<file path="src/rtl/adc_pkg.sv">
// Shared types for the ADC conversion sequencer: FSM states and the
// phase-strobe encoding that the sequencer drives out.
package adc_pkg;

  typedef enum logic [2:0] {
    ST_IDLE,
    ST_INIT,
    ST_SAMP,
    ST_COMP,
    ST_UPDATE,
    ST_DONE
  } state_e;

  typedef struct packed {
    logic init;
    logic samp;
    logic comp;
    logic update;
  } strobe_t;

  // Phase strobes seen while sitting in state s; IDLE and DONE drive none.
  function automatic strobe_t strobe_of(input state_e s);
    strobe_t v;
    v = '0;
    case (s)
      ST_INIT:   v.init   = 1'b1;
      ST_SAMP:   v.samp   = 1'b1;
      ST_COMP:   v.comp   = 1'b1;
      ST_UPDATE: v.update = 1'b1;
      default:   v = '0;
    endcase
    return v;
  endfunction

endpackage

</file>
<file path="src/rtl/adc_chansel.sv">
// Round-robin channel picker: first set mask bit strictly after i_prev,
// wrapping NCH-1 -> 0 (i_prev itself is considered last).
module adc_chansel #(
  parameter int unsigned NCH = 4,
  parameter int unsigned CHW = 2
) (
  input  logic [NCH-1:0] i_mask,
  input  logic [CHW-1:0] i_prev,
  output logic [CHW-1:0] o_next,
  output logic           o_any
);

  logic           w_found;
  logic [CHW-1:0] w_idx;

  always_comb begin
    o_next  = '0;
    w_found = 1'b0;
    w_idx   = '0;
    for (int unsigned off = 1; off <= NCH; off++) begin
      w_idx = CHW'((32'(i_prev) + off) % NCH);
      if (!w_found && i_mask[w_idx]) begin
        o_next  = w_idx;
        w_found = 1'b1;
      end
    end
  end

  assign o_any = |i_mask;

endmodule

</file>
<file path="src/rtl/adc_sequencer.sv">
// Successive-approximation ADC sequencer: round-robin channel selection,
// sampling phase, MADC compare/update cycles and a one-deep result register.
module adc_sequencer
  import adc_pkg::*;
#(
  parameter int unsigned MADC   = 17,
  parameter int unsigned NCH    = 4,
  parameter int unsigned SAMP_W = 8,
  localparam int unsigned CHW   = (NCH > 1) ? $clog2(NCH) : 1
) (
  input  logic              clk,
  input  logic              rst_n,
  input  logic              start,
  input  logic              cont,
  input  logic [NCH-1:0]    chan_mask,
  input  logic [SAMP_W-1:0] samp_cycles,
  input  logic [NCH-1:0]    comp_out,
  output logic              seq_init,
  output logic              seq_samp,
  output logic              seq_comp,
  output logic              seq_update,
  output logic [NCH-1:0]    chan_en,
  output logic              busy,
  output logic [MADC-1:0]   result_data,
  output logic [CHW-1:0]    result_chan,
  output logic              result_valid,
  input  logic              result_ready,
  output logic              overrun
);

  localparam int unsigned BW = (MADC > 1) ? $clog2(MADC) : 1;

  state_e            r_state;
  strobe_t           r_strb;
  logic [CHW-1:0]    r_chan;
  logic [NCH-1:0]    r_chan_en;
  logic              r_busy;
  logic [SAMP_W-1:0] r_samp;
  logic [SAMP_W-1:0] r_cnt;
  logic [BW-1:0]     r_bit;
  logic [MADC-1:0]   r_shift;
  logic [MADC-1:0]   r_data;
  logic [CHW-1:0]    r_rchan;
  logic              r_valid;
  logic              r_overrun;

  logic [CHW-1:0]    w_next_chan;
  logic              w_any;
  logic              w_enter_init;

  adc_chansel #(
    .NCH (NCH),
    .CHW (CHW)
  ) u_chansel (
    .i_mask (chan_mask),
    .i_prev (r_chan),
    .o_next (w_next_chan),
    .o_any  (w_any)
  );

  // r_chan doubles as the previous-channel pointer for the round-robin.
  assign w_enter_init = w_any &&
                        (((r_state == ST_IDLE) && (start || cont)) ||
                         ((r_state == ST_DONE) && cont));

  always_ff @(posedge clk or negedge rst_n) begin
    if (!rst_n) begin
      r_state   <= ST_IDLE;
      r_strb    <= '0;
      r_chan    <= CHW'(NCH - 1);
      r_chan_en <= '0;
      r_busy    <= 1'b0;
      r_samp    <= '0;
      r_cnt     <= '0;
      r_bit     <= '0;
      r_shift   <= '0;
      r_data    <= '0;
      r_rchan   <= '0;
      r_valid   <= 1'b0;
      r_overrun <= 1'b0;
    end else begin
      r_overrun <= 1'b0;
      if (r_valid && result_ready) begin
        r_valid <= 1'b0;
      end

      case (r_state)
        ST_IDLE: begin
          r_strb <= '0;
        end
        ST_INIT: begin
          r_state <= ST_SAMP;
          r_strb  <= strobe_of(ST_SAMP);
          r_cnt   <= (r_samp == '0) ? SAMP_W'(1) : r_samp;
        end
        ST_SAMP: begin
          if (r_cnt <= SAMP_W'(1)) begin
            r_state <= ST_COMP;
            r_strb  <= strobe_of(ST_COMP);
            r_bit   <= BW'(MADC - 1);
          end else begin
            r_cnt <= r_cnt - SAMP_W'(1);
          end
        end
        ST_COMP: begin
          r_state <= ST_UPDATE;
          r_strb  <= strobe_of(ST_UPDATE);
        end
        ST_UPDATE: begin
          r_shift[r_bit] <= comp_out[r_chan];
          if (r_bit == '0) begin
            r_state   <= ST_DONE;
            r_strb    <= '0;
            r_chan_en <= '0;
          end else begin
            r_bit   <= r_bit - BW'(1);
            r_state <= ST_COMP;
            r_strb  <= strobe_of(ST_COMP);
          end
        end
        ST_DONE: begin
          // A pending unaccepted result wins; the new one is dropped.
          if (!r_valid || result_ready) begin
            r_data  <= r_shift;
            r_rchan <= r_chan;
            r_valid <= 1'b1;
          end else begin
            r_overrun <= 1'b1;
          end
          r_state <= ST_IDLE;
          r_strb  <= '0;
          r_busy  <= 1'b0;
        end
        default: begin
          r_state <= ST_IDLE;
          r_strb  <= '0;
          r_busy  <= 1'b0;
        end
      endcase

      if (w_enter_init) begin
        r_state   <= ST_INIT;
        r_strb    <= strobe_of(ST_INIT);
        r_busy    <= 1'b1;
        r_chan    <= w_next_chan;
        r_chan_en <= NCH'(1) << w_next_chan;
        r_samp    <= samp_cycles;
        r_shift   <= '0;
      end
    end
  end

  assign seq_init     = r_strb.init;
  assign seq_samp     = r_strb.samp;
  assign seq_comp     = r_strb.comp;
  assign seq_update   = r_strb.update;
  assign chan_en      = r_chan_en;
  assign busy         = r_busy;
  assign result_data  = r_data;
  assign result_chan  = r_rchan;
  assign result_valid = r_valid;
  assign overrun      = r_overrun;

endmodule

</file>
<file path="config.mk">
export PLATFORM = sky130hd
export DESIGN_NAME = adc_sequencer
export DESIGN_NICKNAME = d
export VERILOG_FILES = /design/src/rtl/adc_pkg.sv /design/src/rtl/adc_chansel.sv /design/src/rtl/adc_sequencer.sv
export SDC_FILE = /design/constraint.sdc
export NUM_CORES = 1
export LEC_CHECK = 0
export CAP_MARGIN = 20
export CORE_AREA = 2 2 104 106
export DETAILED_ROUTE_END_ITERATION = 12
export DIE_AREA = 0 0 106 108
export GPL_TIMING_DRIVEN = 0
export HOLD_SLACK_MARGIN = 0.08
export PLACE_DENSITY = 0.53
export SYNTH_ARGS = -nofsm -noshare
export SYNTH_HDL_FRONTEND = slang
export SYNTH_HIERARCHICAL = 1
export SYNTH_SLANG_ARGS = --single-unit
</file>
<file path="constraint.sdc">
create_clock -name clk -period 3.2 [get_ports clk]
set_input_delay 0.48 -clock clk [delete_from_list [all_inputs] [get_ports clk]]
set_output_delay 0.48 -clock clk [all_outputs]
set_load 0.005 [all_outputs]
</file>
# After elaboration in Yosys (flattened, before gate mapping)
# Cells that the tools add are included.
# word_totals
inputBits	21
regBits	73
out_inout_bits	30
wordCells	117
# op_classes
mux	46
reduce_logical	29
eq_ne	11
n_addsub	6
magnitude_cmp	8
shift	1
# ops
cell	count
two-way mux 17 bit	2
two-way mux 4 bit	5
bitwise mux 17 bit	1
two-way mux 1 bit	16
two-way mux 8 bit	2
one-hot mux 4 bit (4 select lines)	1
one-hot mux 8 bit (2 select lines)	1
less-than comparator 2 x 3 -> 1 bit (second input constant)	5
one-hot mux 3 bit (5 select lines)	1
binary-select mux 1 bit (select 2 bit)	5
two-way mux 2 bit	5
two-way mux 5 bit	2
one-hot mux 5 bit (2 select lines)	1
two-way mux 3 bit	3
less-or-equal comparator 8 x 1 -> 1 bit (second input constant)	1
logical AND 1 bit	8
logical NOT 8 bit	1
inequality test 2 bit (second input constant)	4
AND reduction 2 bit	4
nonzero test 2 bit	4
subtractor 8 x 1 -> 8 bit (second input constant)	1
== test 3 x 2 -> 1 bit (second input constant)	2
== test 3 bit (second input constant)	2
less-than comparator 5 x 6 -> 1 bit (second input constant)	1
other kinds (16)	23

# Depth between registers and ports, before layout
# Gate-level depths: netlist (run 1).
# depth
ltp_word	15
depth_mapped	8
depth_no_buf	6

# Hierarchy
# The synthesis (run 1) kept the hierarchy.
# by_module_without_submodules
mod	seq_area_each_um2	n_inst	area_per_inst_um2	cells_each
adc_sequencer	1829.3	1	3452.1	315
adc_chansel	0.0	1	81.3	14

# Least setup slack after synthesis (run 1)
# No wires, ideal clock.
# synth_path
path_type	register to register
startpoint	reg r_cnt[4]
endpoint	reg r_cnt[1]
period_less_slack_ns	2.018
setup_time_ns	0.125
t_required_ns	3.075
stages_incl_launch_ff	5
path_slack_ns	1.182
path_buffers	0
arrival_time_ns	1.893
cell_sequence	dfrtp_1 -> or4_4 -> or4_4 -> a21oi_4 -> mux2_4
# synth_via
elab_chain_len	3
# synth_rtl
item	line	text
start: declaration	adc_sequencer.sv:39	logic [SAMP_W-1:0] r_cnt;
start signal: assignment	adc_sequencer.sv:94	r_cnt <= (r_samp == '0) ? SAMP_W'(1) : r_samp;
start signal: assignment	adc_sequencer.sv:102	r_cnt <= r_cnt - SAMP_W'(1);
less-or-equal comparator 8 x 1 -> 1 bit	adc_sequencer.sv:97	if (r_cnt <= SAMP_W'(1)) begin
inequality test 2 bit (no source line)	n/a	
AND reduction 2 bit (no source line)	n/a	
# Every way passes these cells.
# A chain may end at the register's enable or synchronous reset.

# Final worst setup path (run 1)
# layout_path
startpoint	in cont
endpoint	reg r_samp[4]
# layout_via
elab_chain_len	4
elab_cells_between_ends	5
classes_between	reduce/logical: 5
# layout_rtl
item	line	text
start: declaration	adc_sequencer.sv:14	input logic cont,
logical OR 1 bit	adc_sequencer.sv:63	(((r_state == ST_IDLE) && (start || cont)) ||
logical AND 1 bit	adc_sequencer.sv:63	
logical OR 1 bit *	adc_sequencer.sv:63	
logical AND 1 bit *	adc_sequencer.sv:62	assign w_enter_init = w_any &&
end signal: assignment	adc_sequencer.sv:147	r_samp <= samp_cycles;
end: declaration	adc_sequencer.sv:38	logic [SAMP_W-1:0] r_samp;
# Every way passes the cells marked *; elsewhere a longest branch is shown, timed or not.

==> results of run 1 <==
-- per-stage QoR --
stage          utilization, %  hold slack (ns)  setup TNS (ns)
6_report                 43.1            0.495               0
5_1_grt                  43.1            0.515               0
4_1_cts                  43.1            0.500               0
3_5_place_dp             41.3            0.401               0
3_3_place_gp             41.1            0.489          -71.49
2_1_floorplan               -            0.184               0
-- state kept, by name, indices dropped and copies added, names as in the netlist, 2 cells and up --
name / count
r_cnt: 8
r_bit: 5
r_shift: 17
r_chan: 2
chan_en: 4
r_samp: 8
result_data: 17
result_chan: 2
r_state: 3
-- synthesized netlist by cell type, types with 2 or more instances --
library cell,instances,share of area (%)
dfrtp_1,71,50
nand2_1,47,5.0
mux2_2,29,9.2
a21oi_1,24,3.4
nand3_1,20,2.8
nor2_1,16,1.7
clkbuf_1,13,1.4
o21ai_0,9,1.3
inv_1,8,0.85
nor3_1,8,1.1
ha_1,6,2.1
nor2b_1,5,0.89
a21o_1,4,0.85
a32o_1,4,1.1
mux2i_1,4,1.1
nor4bb_1,4,1.1
o311ai_0,4,0.99
and2_1,3,0.53
clkbuf_8,3,1.2
nand2b_1,3,0.53
nor3b_1,3,0.64
or3b_2,3,0.74
a31o_2,2,0.50
buf_2,2,0.28
buf_6,2,0.64
dfstp_2,2,1.5
nor4_1,2,0.35
o31ai_1,2,0.42
or2_2,2,0.35
or4_4,2,0.64
-- final cells by class --
cell class	instances	area (sq um)	area share (%)
multi-input cells	226	1540	34.9
well taps	136	170	3.86
repair buffers	52	536	12.1
inverters	8	30.0	0.681
clock inverters	7	47.5	1.08
plain buffers	22	134	3.04
clock buffers	9	124	2.81
flip-flops and latches	73	1830	41.5
-- cells in the final DEF, fill, tap and decap left out, drive strengths merged, types with 8 or more instances in the layout --
cell and count:
a21oi 25, buf 8, clkbuf 25, clkdlybuf4s50 49
dfrtp 71, inv 8, mux2 30, nand2 47
nand3 20, nor2 16, nor3 8, o21ai 9
-- cell families (layout without fill, tap and decap cells) --
kind of cell    count (synthesis)  in the layout  share of synthesized area, %
fa+ha+maj                       6              6                          2.12
simple gates                  125            125                          18.5
flops                          73             73                          51.8
mux                            35             35                          11.4
buf+inv                        30             98                          4.64
compound gates                 60             60                          11.5
-- worst paths after layout --
kind / depth (start not counted) / endpoint / from
worst min register to register: 1 / chan_en[2]$_DFFE_PN0P_ / chan_en[2]$_DFFE_PN0P_
min in group asynchronous: 2 / result_data[8]$_DFFE_PN0P_ / rst_n
max in group asynchronous: 3 / r_chan[1]$_DFFE_PN1N_ / rst_n
worst max-delay path: 7 / r_samp[4]$_DFFE_PN0N_ / cont
worst min-delay path: 1 / chan_en[2]$_DFFE_PN0P_ / chan_en[2]$_DFFE_PN0P_
worst max register to register: 4 / r_cnt[1]$_DFFE_PN0P_ / r_cnt[4]$_DFFE_PN0P_
-- power by group --
group	internal (mW)	switching [mW]
Combinational	0.767	0.779
Sequential	1.20	0.238
Clock	0.279	0.356
-- per-layer routing --
layer  share of wire (%)  track usage (%)  wire length [um]  up-vias
met3                 3.0             3.13               234       11
met2                  51             24.1              3910       44
met4                 1.1             4.79                88        0
li1                    -                -                 -     1288
met5                   0                0                 0        -
met1                  45             18.4              3510     1277
==> metrics.txt, run 1 <==
startpoint types input pin; slew margin rel. 35.7%; endpoints failing setup 0; die extent in y 108 um; area delta synth->final 24.8%; Post-Layout Cell Count 533; Clk Tree Root Cell clkbuf_8; Netlist cell types 52; Req. time, crit path 3.44 ns; first-pass GRT wire length 12800 um; Hold Buf Count CTS 1; worst path bufs/invs 3; crit path kind in2reg; Mean Syn Cell Area 10.7 sq um; post-CTS setup buffer count 0; Critical Path, Cell by Cell clkdlybuf4s50_1 -> nor2_1 -> o31ai_1 -> and2_1 -> clkbuf_1 -> buf_2 -> mux2_2; status finished clean; yosys warns 6; Max Fclk 453 MHz; EDFF count, synth 0; starting density of the core 34.5%; Port Buffer Count 50; post-route cell area 4410 sq um; CP arrival 2.44 ns; post-cts sizing count 0; Final Max Slew Viols 0; min cycle time layout 2.21 ns; crit-path leading delay family buffers and inverters; CTS buffer count 9; clock sink count 73; largest net degree at the start of global routing 52; gpl congestion 0.771; commonest register cell after synthesis dfrtp_1; All-Layer GR Usage 14.3%; Worst Path Max Fanout 10; pre-CTS WS 0.557 ns; die width 106 um; Clock Skew 0.00616 ns; Final Net Count 419; Tcrit/Tclk final 69.0%; row count 37; max incr delay on CP 0.50 ns; DRC 0; ys async rst share 100%; number of fill cells 1006; Post-Place Cells 516; hpwl dp 5590 um; unrepaired setup endpoints after global routing no; setup ws final 0.991 ns; Max Cap Viol 0; layout cell share with drive strength beyond 1 18.6%; Die ar. 11400 sq um; core region area 10200 sq um; Final Hold Viols 0; Power per Cell Area 821 nW/um^2; final total power 3.62 mW; post-route ant nets 0; clk_lat worst skew 0.35 ns; Post-Route WL 7740 um; CP max-delay cell clkdlybuf4s50_1; n_diodes 0; crit end category flop; # H-tree levels 3; Pre-antenna DRT Iters 4; initial antenna violation count 0; Placement Cell Area 4230 sq um; worst reg-to-reg setup slack 1.03 ns; Hold WC Path Type reg2reg; leakage power 1.86 nW; Vias 2620; clock-pin slew on the worst setup and hold paths 0.08 ns; Routed WL per cell 14.5 um; Ports 51; Initial DRC Count 73; TritonCTS clock tree done; worst slew pin tran 0.963 ns; worst vdd ir 0.392 mV; Remaining Overflow, GRT 0; Syn Std Cell Area 3530 sq um; register bit count reported by yosys 73; Mapped Cells 329; syn_nets 356; register area share after synthesis 51.8%; drt via density 4.92; vias in the first global route 2536; CTS max path bufs 2
Power figures use the tool's default switching activity.
==> inputs of run 2 (changes only) <==
Settings changed: PLACE_DENSITY 0.53 to 0.55.
Clock period 3.2 ns to 1.9 ns, I/O delays scaled along.
==> run 2 against run 1 <==
Net effect: the flow now finishes with violations (negative setup slack); sequential share of layout area fell by 2.3 points; clock-buffer cell count increased by 1; via count grew 4.7%; highest routed layer unchanged; largest power group unchanged; critical endpoint is now r_cnt[1]$_DFFE_PN0P_; clock skew increased by 0.0070 ns; critical path type is now reg2reg; die area stayed put.
==> metrics.txt, run 2 (synthesized netlist as in run 1, its figures left out) <==
status finished with violations; violated checks negative setup slack; pre-CTS WS -0.529 ns (-1.09 ns); initial antenna violation count 0 (unchanged); switch share 36.2% (-1.7 points); DRC 0 (unchanged); worst slew pin tran 0.820 ns (-0.143 ns); Final Max Slew Viols 0 (unchanged); Final Net Count 437 (+4.3%); Seq pwr share 36.3% (-3.5 points); Ports 51 (unchanged); vias in the first global route 2565 (+1.1%); gpl congestion 0.737 (-4.5%); Worst Path Max Fanout 3 (-7); startpoint types flop; Remaining Overflow, GRT 0 (unchanged); largest net degree at the start of global routing 40 (-23%); commonest non-fill, non-tap cells in the layout 69 x dfrtp_1, 49 x clkdlybuf4s50_1, 47 x nand2_1, 29 x mux2_2, 24 x a21oi_1; layout cell share with drive strength beyond 1 26.5% (+7.9 points); final total power 6.70 mW (+85%); Post-Place Cells 516 (unchanged); Die ar. 11400 sq um (unchanged); Post-Layout Cell Count 551 (+3.4%); Vias 2742 (+4.7%); Psw 2.42 mW (+76%); setup ws final -0.106 ns (-1.10 ns); Clock Skew 0.0131 ns (+0.00697 ns); Pre-antenna DRT Iters 4 (unchanged); worst vdd ir 0.758 mV (+93%); core region area 10200 sq um (unchanged); row count 37 (unchanged); clk_lat worst skew 0.34 ns (about the same); commonest non-fill, non-tap cell in the layout dfrtp_1; clock sink count 73 (unchanged); Port Buffer Count 50 (unchanged); drt via density 4.98 (+1.2%); die width 106 um (unchanged); slew margin rel. 45.2% (+9.6 points); crit end category flop; leakage power 2.01 nW (+8.3%); endpoints failing setup 10 (+10); area delta synth->final 32.3%; Pint 4.27 mW (+90%); Max Cap Viol 0 (unchanged); Clk Tree Root Cell clkbuf_8; post-route ant nets 0 (unchanged); r2r endpoint r_cnt[1]$_DFFE_PN0P_; Post-Route WL 7790 um (+0.75%); die extent in y 108 um (unchanged); Initial DRC Count 94 (+29%); Max Fclk 499 MHz; Hold WC Path Type in2async; clock-pin slew on the worst setup and hold paths 0.08 ns (about the same); r2r startpoint r_cnt[4]$_DFFE_PN0P_; All-Layer GR Usage 14.4% (+0.037 points); Routed WL per cell 14.1 um (-2.5%); CTS buffer count 9 (unchanged); unrepaired setup endpoints after global routing yes; Final Hold Viols 0 (unchanged); TritonCTS clock tree done; starting density of the core 34.5% (unchanged); Clk pwr share 18.5% (+1.0 points); crit path kind reg2reg; Power per Cell Area 1430 nW/um^2 (+75%); n_diodes 0 (unchanged); Req. time, crit path 2.12 ns (-1.32 ns); Comb pwr share 45.3% (+2.6 points); first-pass GRT wire length 12900 um (+0.80%); CP arrival 2.23 ns (-0.21 ns); Tcrit/Tclk final 106%; TNS Setup -0.440 ns (-0.440 ns); # H-tree levels 3 (unchanged); depth of the most critical reg-to-reg path 4 (unchanged); hpwl dp 5550 um (-0.62%); worst reg-to-reg setup slack -0.11 ns (-1.14 ns); min cycle time layout 2.01 ns; CTS max path bufs 2 (unchanged)
## run 2: critical path, stage by stage (launching register included)
cell and delay [ns]:
dfrtp_1 0.39, or4_4 0.55, or4_4 0.46, a21oi_4 0.18, mux2_4 0.31
## run 2: power groups by stage
stage	registers, mW	logic [mW]	clock network (mW)
2_1_floorplan	2.35	1.82	0
3_3_place_gp	2.45	2.59	0
3_5_place_dp	2.46	2.64	0
4_1_cts	2.43	2.83	1.29
5_1_grt	2.50	3.37	1.35
6_report	2.43	3.03	1.24
## run 2: worst max path at each step
stage / startpoint / to / slack, ns / cells past startpoint
finish: r_cnt[4]$_DFFE_PN0P_ / r_cnt[1]$_DFFE_PN0P_ / -0.11 / 4
global route: r_cnt[4]$_DFFE_PN0P_ / r_cnt[5]$_DFFE_PN0P_ / -0.17 / 5
CTS: r_cnt[3]$_DFFE_PN0P_ / r_cnt[1]$_DFFE_PN0P_ / -0.14 / 4
detailed placement: cont / r_samp[5]$_DFFE_PN0N_ / -0.53 / 7
global placement: rst_n / chan_en[2]$_DFFE_PN0P_ / -2.06 / 1
floorplan: r_cnt[4]$_DFFE_PN0P_ / r_cnt[1]$_DFFE_PN0P_ / -0.12 / 4
## run 2: through the flow
stage	instance area, sq um	utilization [%]	hold WS (ns)
floorplan	3540	-	-0.0106
global placement	4210	41.1	0.489
detailed placement	4220	41.3	0.271
CTS	4540	44.3	0.422
global route	4680	45.7	0.472
finish	4680	45.7	0.428
## run 2: what timing repair did
action	in CTS	in global routing
buffers inserted	10	9
hold buffers	1	0
gates resized for setup	11	27
hold endpoints to repair	33	0
endpoints found under the setup margin	60	62
pin swaps	1	2
## run 2: cell type report
cell class	count	area [sq um]
Multi-Input combinational cell	226	1610
Sequential cell	73	1830
Timing Repair Buffer	71	674
Clock buffer	10	138
Tap cell	136	170
Buffer	21	160
Inverter	8	30.0
Clock inverter	6	66.3
Fill cell	994	5560
## run 2: routing by layer
metal  track usage [%]  wire length (um)  vias up
met5                 0                 0        -
met4              5.17               111        0
met3              3.62               273        8
met2              24.0              3910       64
met1              18.1              3500     1336
li1                  -                 -     1334
==> inputs of run 3 (changes only) <==
Settings changed: HOLD_SLACK_MARGIN 0.08 to 0.1, SLEW_MARGIN from default to 20.
==> results of run 3 <==
The final DEF is identical to that of run 2; final timing and power are the same.
==> RTL edit (config.mk and constraints of run 3) <==
`NCH` is set to 4 in 2 places; all go to 2.
--- a/src/rtl/adc_chansel.sv
+++ b/src/rtl/adc_chansel.sv
@@ -1,7 +1,7 @@
 // Round-robin channel picker: first set mask bit strictly after i_prev,
 // wrapping NCH-1 -> 0 (i_prev itself is considered last).
 module adc_chansel #(
-  parameter int unsigned NCH = 4,
+  parameter int unsigned NCH = 2,
   parameter int unsigned CHW = 2
 ) (
   input  logic [NCH-1:0] i_mask,
--- a/src/rtl/adc_sequencer.sv
+++ b/src/rtl/adc_sequencer.sv
@@ -4,7 +4,7 @@
   import adc_pkg::*;
 #(
   parameter int unsigned MADC   = 17,
-  parameter int unsigned NCH    = 4,
+  parameter int unsigned NCH    = 2,
   parameter int unsigned SAMP_W = 8,
   localparam int unsigned CHW   = (NCH > 1) ? $clog2(NCH) : 1
 ) (
Ports: changed (resized chan_en, chan_mask, comp_out and result_chan); port bits go from 51 to 44. The function was not compared with the original's and may differ.
==> RTL edit against run 3 <==
Area after synthesis is 8.4% lower. Sequential cell count shrank 4. Synthesized cell count is 15% lower. Setup slack better by 0.21 ns. Routed wire length fell by 9.3%. Worst hold slack better by 0.0010 ns. Total power down 11%. Final area fell by 9.4%. Critical path type unchanged. Largest cell class unchanged. Highest routed layer unchanged.
==> RTL edit: results (changes against run 3) <==
Worst setup path
  • WS Path Type: reg -> reg
  • Reg2reg start: r_cnt[4]
  • Worst-path maximum fanout: 6 (+3)
  • WP data arrival: 2.05 ns (-0.18 ns)

Synth
  • Synth area leaders: dfrtp_1 53%, mux2_2 5.9%, mux2i_1 4.6%, mux2_1 4.5%, nor2_1 3.4%
  • Synth async-reset ratio: 100% (unchanged)
  • Cells after synthesis: 280 (-15%)
  • Yosys cell types: 53 (+1.9%)
  • Synthesized net count: 303 (-15%)
  • Synth top cells by count: 68 x dfrtp_1, 29 x nor2_1, 20 x nand2_1
  • Total of warnings raised by yosys: 6 (unchanged)
  • Seq/Total Area, Yosys: 53.4% (+1.6 points)
  • Top FF cell, synth: dfrtp_1

GRT
  • GRT Overall Usage: 13.8% (-0.59 points)
  • Initial antenna violation count: 0 (unchanged)
  • Largest net degree at the start of global routing: 37 (-7.5%)
  • Global-route wire length before repair: 12.1 mm (-6.7%)

Placed design
  • Post-DP HPWL: 4.95 mm (-11%)
  • IO Port Bufs: 43 (-14%)
  • Gpl congestion: 0.746 (+1.3%)
  • Placed insts: 460 (-11%)

CTS
  • Num CTS Buffers: 9 (unchanged)
  • Worst-Skew Late Latency: 0.36 ns (+0.02 ns)
  • Clock Pin Slew Worst Setup and Hold Paths: ~0.070 ns
  • H-tree level count: 3 (unchanged)
  • Clk root buf: clkbuf_8
  • CTS max path bufs: 2 (unchanged)

Routing
  • Number of remaining DRC errors: 0 (unchanged)
  • Vias/cell: 4.88 (-1.9%)
  • WL/cell: 14.6 µm (+3.1%)
  • Via count: 2368 (-14%)
  • TritonRoute pass-1 iters: 4 (unchanged)
  • DR iter-0 viols: 115 (+22%)

Pwr
  • Worst IR Drop VDD: 0.523 mV (-31%)
  • Leak: 1.94 nW (-3.6%)

STA
  • Final setup skew: 0.00934 ns (-0.00379 ns)
  • Worst-margin pin slew: 0.564 ns (-0.256 ns)

Hold path
  • Hold/Removal Path Class: in -> async

Layout
  • Antenna diodes: 0 (unchanged)
  • Fill cells: 986 (-0.80%)
  • Total Nets Final: 367 (-16%)
  • Layout cells sized above 1: 20.9% (-5.6 points)

Status
  • Status: completed
-- RTL edit: cell types whose count changed in the layout (fill, tap and decap cells not counted), moves of 5 or more --
| cell | change |
|---|---|
| clkdlybuf4s50_1 | -7 |
| mux2_1 | +13 |
| a21oi_1 | -18 |
| o21ai_0 | -7 |
| mux2i_1 | +11 |
| mux2_2 | -12 |
| clkbuf_1 | -5 |
| buf_4 | -10 |
| nand2_1 | -27 |
| nor2_1 | +11 |
| buf_2 | +5 |
-- RTL edit: what timing repair did --
action                                 4_1_cts  5_1_grt
endpoints found under the hold margin       35        0
setup buffers                                0        8
hold buffers                                 1        0
setup endpoints to repair                    0       30
resized for setup                            0       15
-- RTL edit: layout make-up --
| type | count | area (µm²) | area share, % |
|---|---|---|---|
| flip-flops and latches | 69 | 1730 | 40.8 |
| clock inverters | 5 | 106 | 2.51 |
| inverters | 5 | 18.8 | 0.443 |
| well taps | 136 | 170 | 4.02 |
| plain buffers | 12 | 77.6 | 1.83 |
| multi-input cells | 194 | 1470 | 34.6 |
| clock buffers | 11 | 151 | 3.57 |
| repair buffers | 53 | 518 | 12.2 |
-- RTL edit: per-stage QoR --
stage	util, %	cell area (µm²)	setup slack [ns]	hold slack, ns
finish	41.4	4240	0.100	0.429
CTS	40.3	4120	0.0121	0.428
global placement	37.5	3840	-1.90	0.463
global route	41.4	4240	-0.00698	0.458
detailed placement	37.7	3850	-0.179	0.284
floorplan	-	3240	0.220	-0.0106
-- RTL edit: routing by layer --
| metal | global-route usage [%] | wire length (µm) |
|---|---|---|
| met5 | 0 | 0 |
| met4 | 9.02 | 202 |
| met3 | 2.95 | 224 |
| met2 | 19.9 | 3130 |
| met1 | 18.6 | 3520 |
-- RTL edit: path summary, 6_finish.rpt --
check                       endpoint  slack (ns)  cells after the start
max                         r_cnt[0]         0.1                      4
min                        r_samp[6]        0.43                      2
max reg2reg                 r_cnt[0]         0.1                      4
min reg2reg                 seq_samp        0.48                      2
max in group asynchronous     r_chan        0.87                      3
min in group clk            seq_samp        0.48                      2
-- RTL edit: cells by family (layout without fill, tap and decap cells) --
group           Yosys count  in the layout  share of synthesized area (%)
xor+xnor                  1              1                          0.271
simple gates            106            106                           17.8
mux                      45             45                           15.1
fa+ha+maj                 6              6                           2.32
flops                    69             69                           53.4
buf+inv                  17             86                           2.63
compound gates           36             36                           8.54
-- RTL edit: worst max-delay path, cell delays in order, from the launching register on --
cell and delay (ns):
dfrtp_1 0.47, nor4_4 0.46, nand3_1 0.28, a211o_1 0.36, o211a_1 0.12
-- RTL edit: power breakdown --
group,total [mW],internal (mW),switching [mW]
sequential,2.24,1.88,0.359
combinational,2.21,1.11,1.10
clock,1.53,0.945,0.581
total,5.97,3.94,2.04
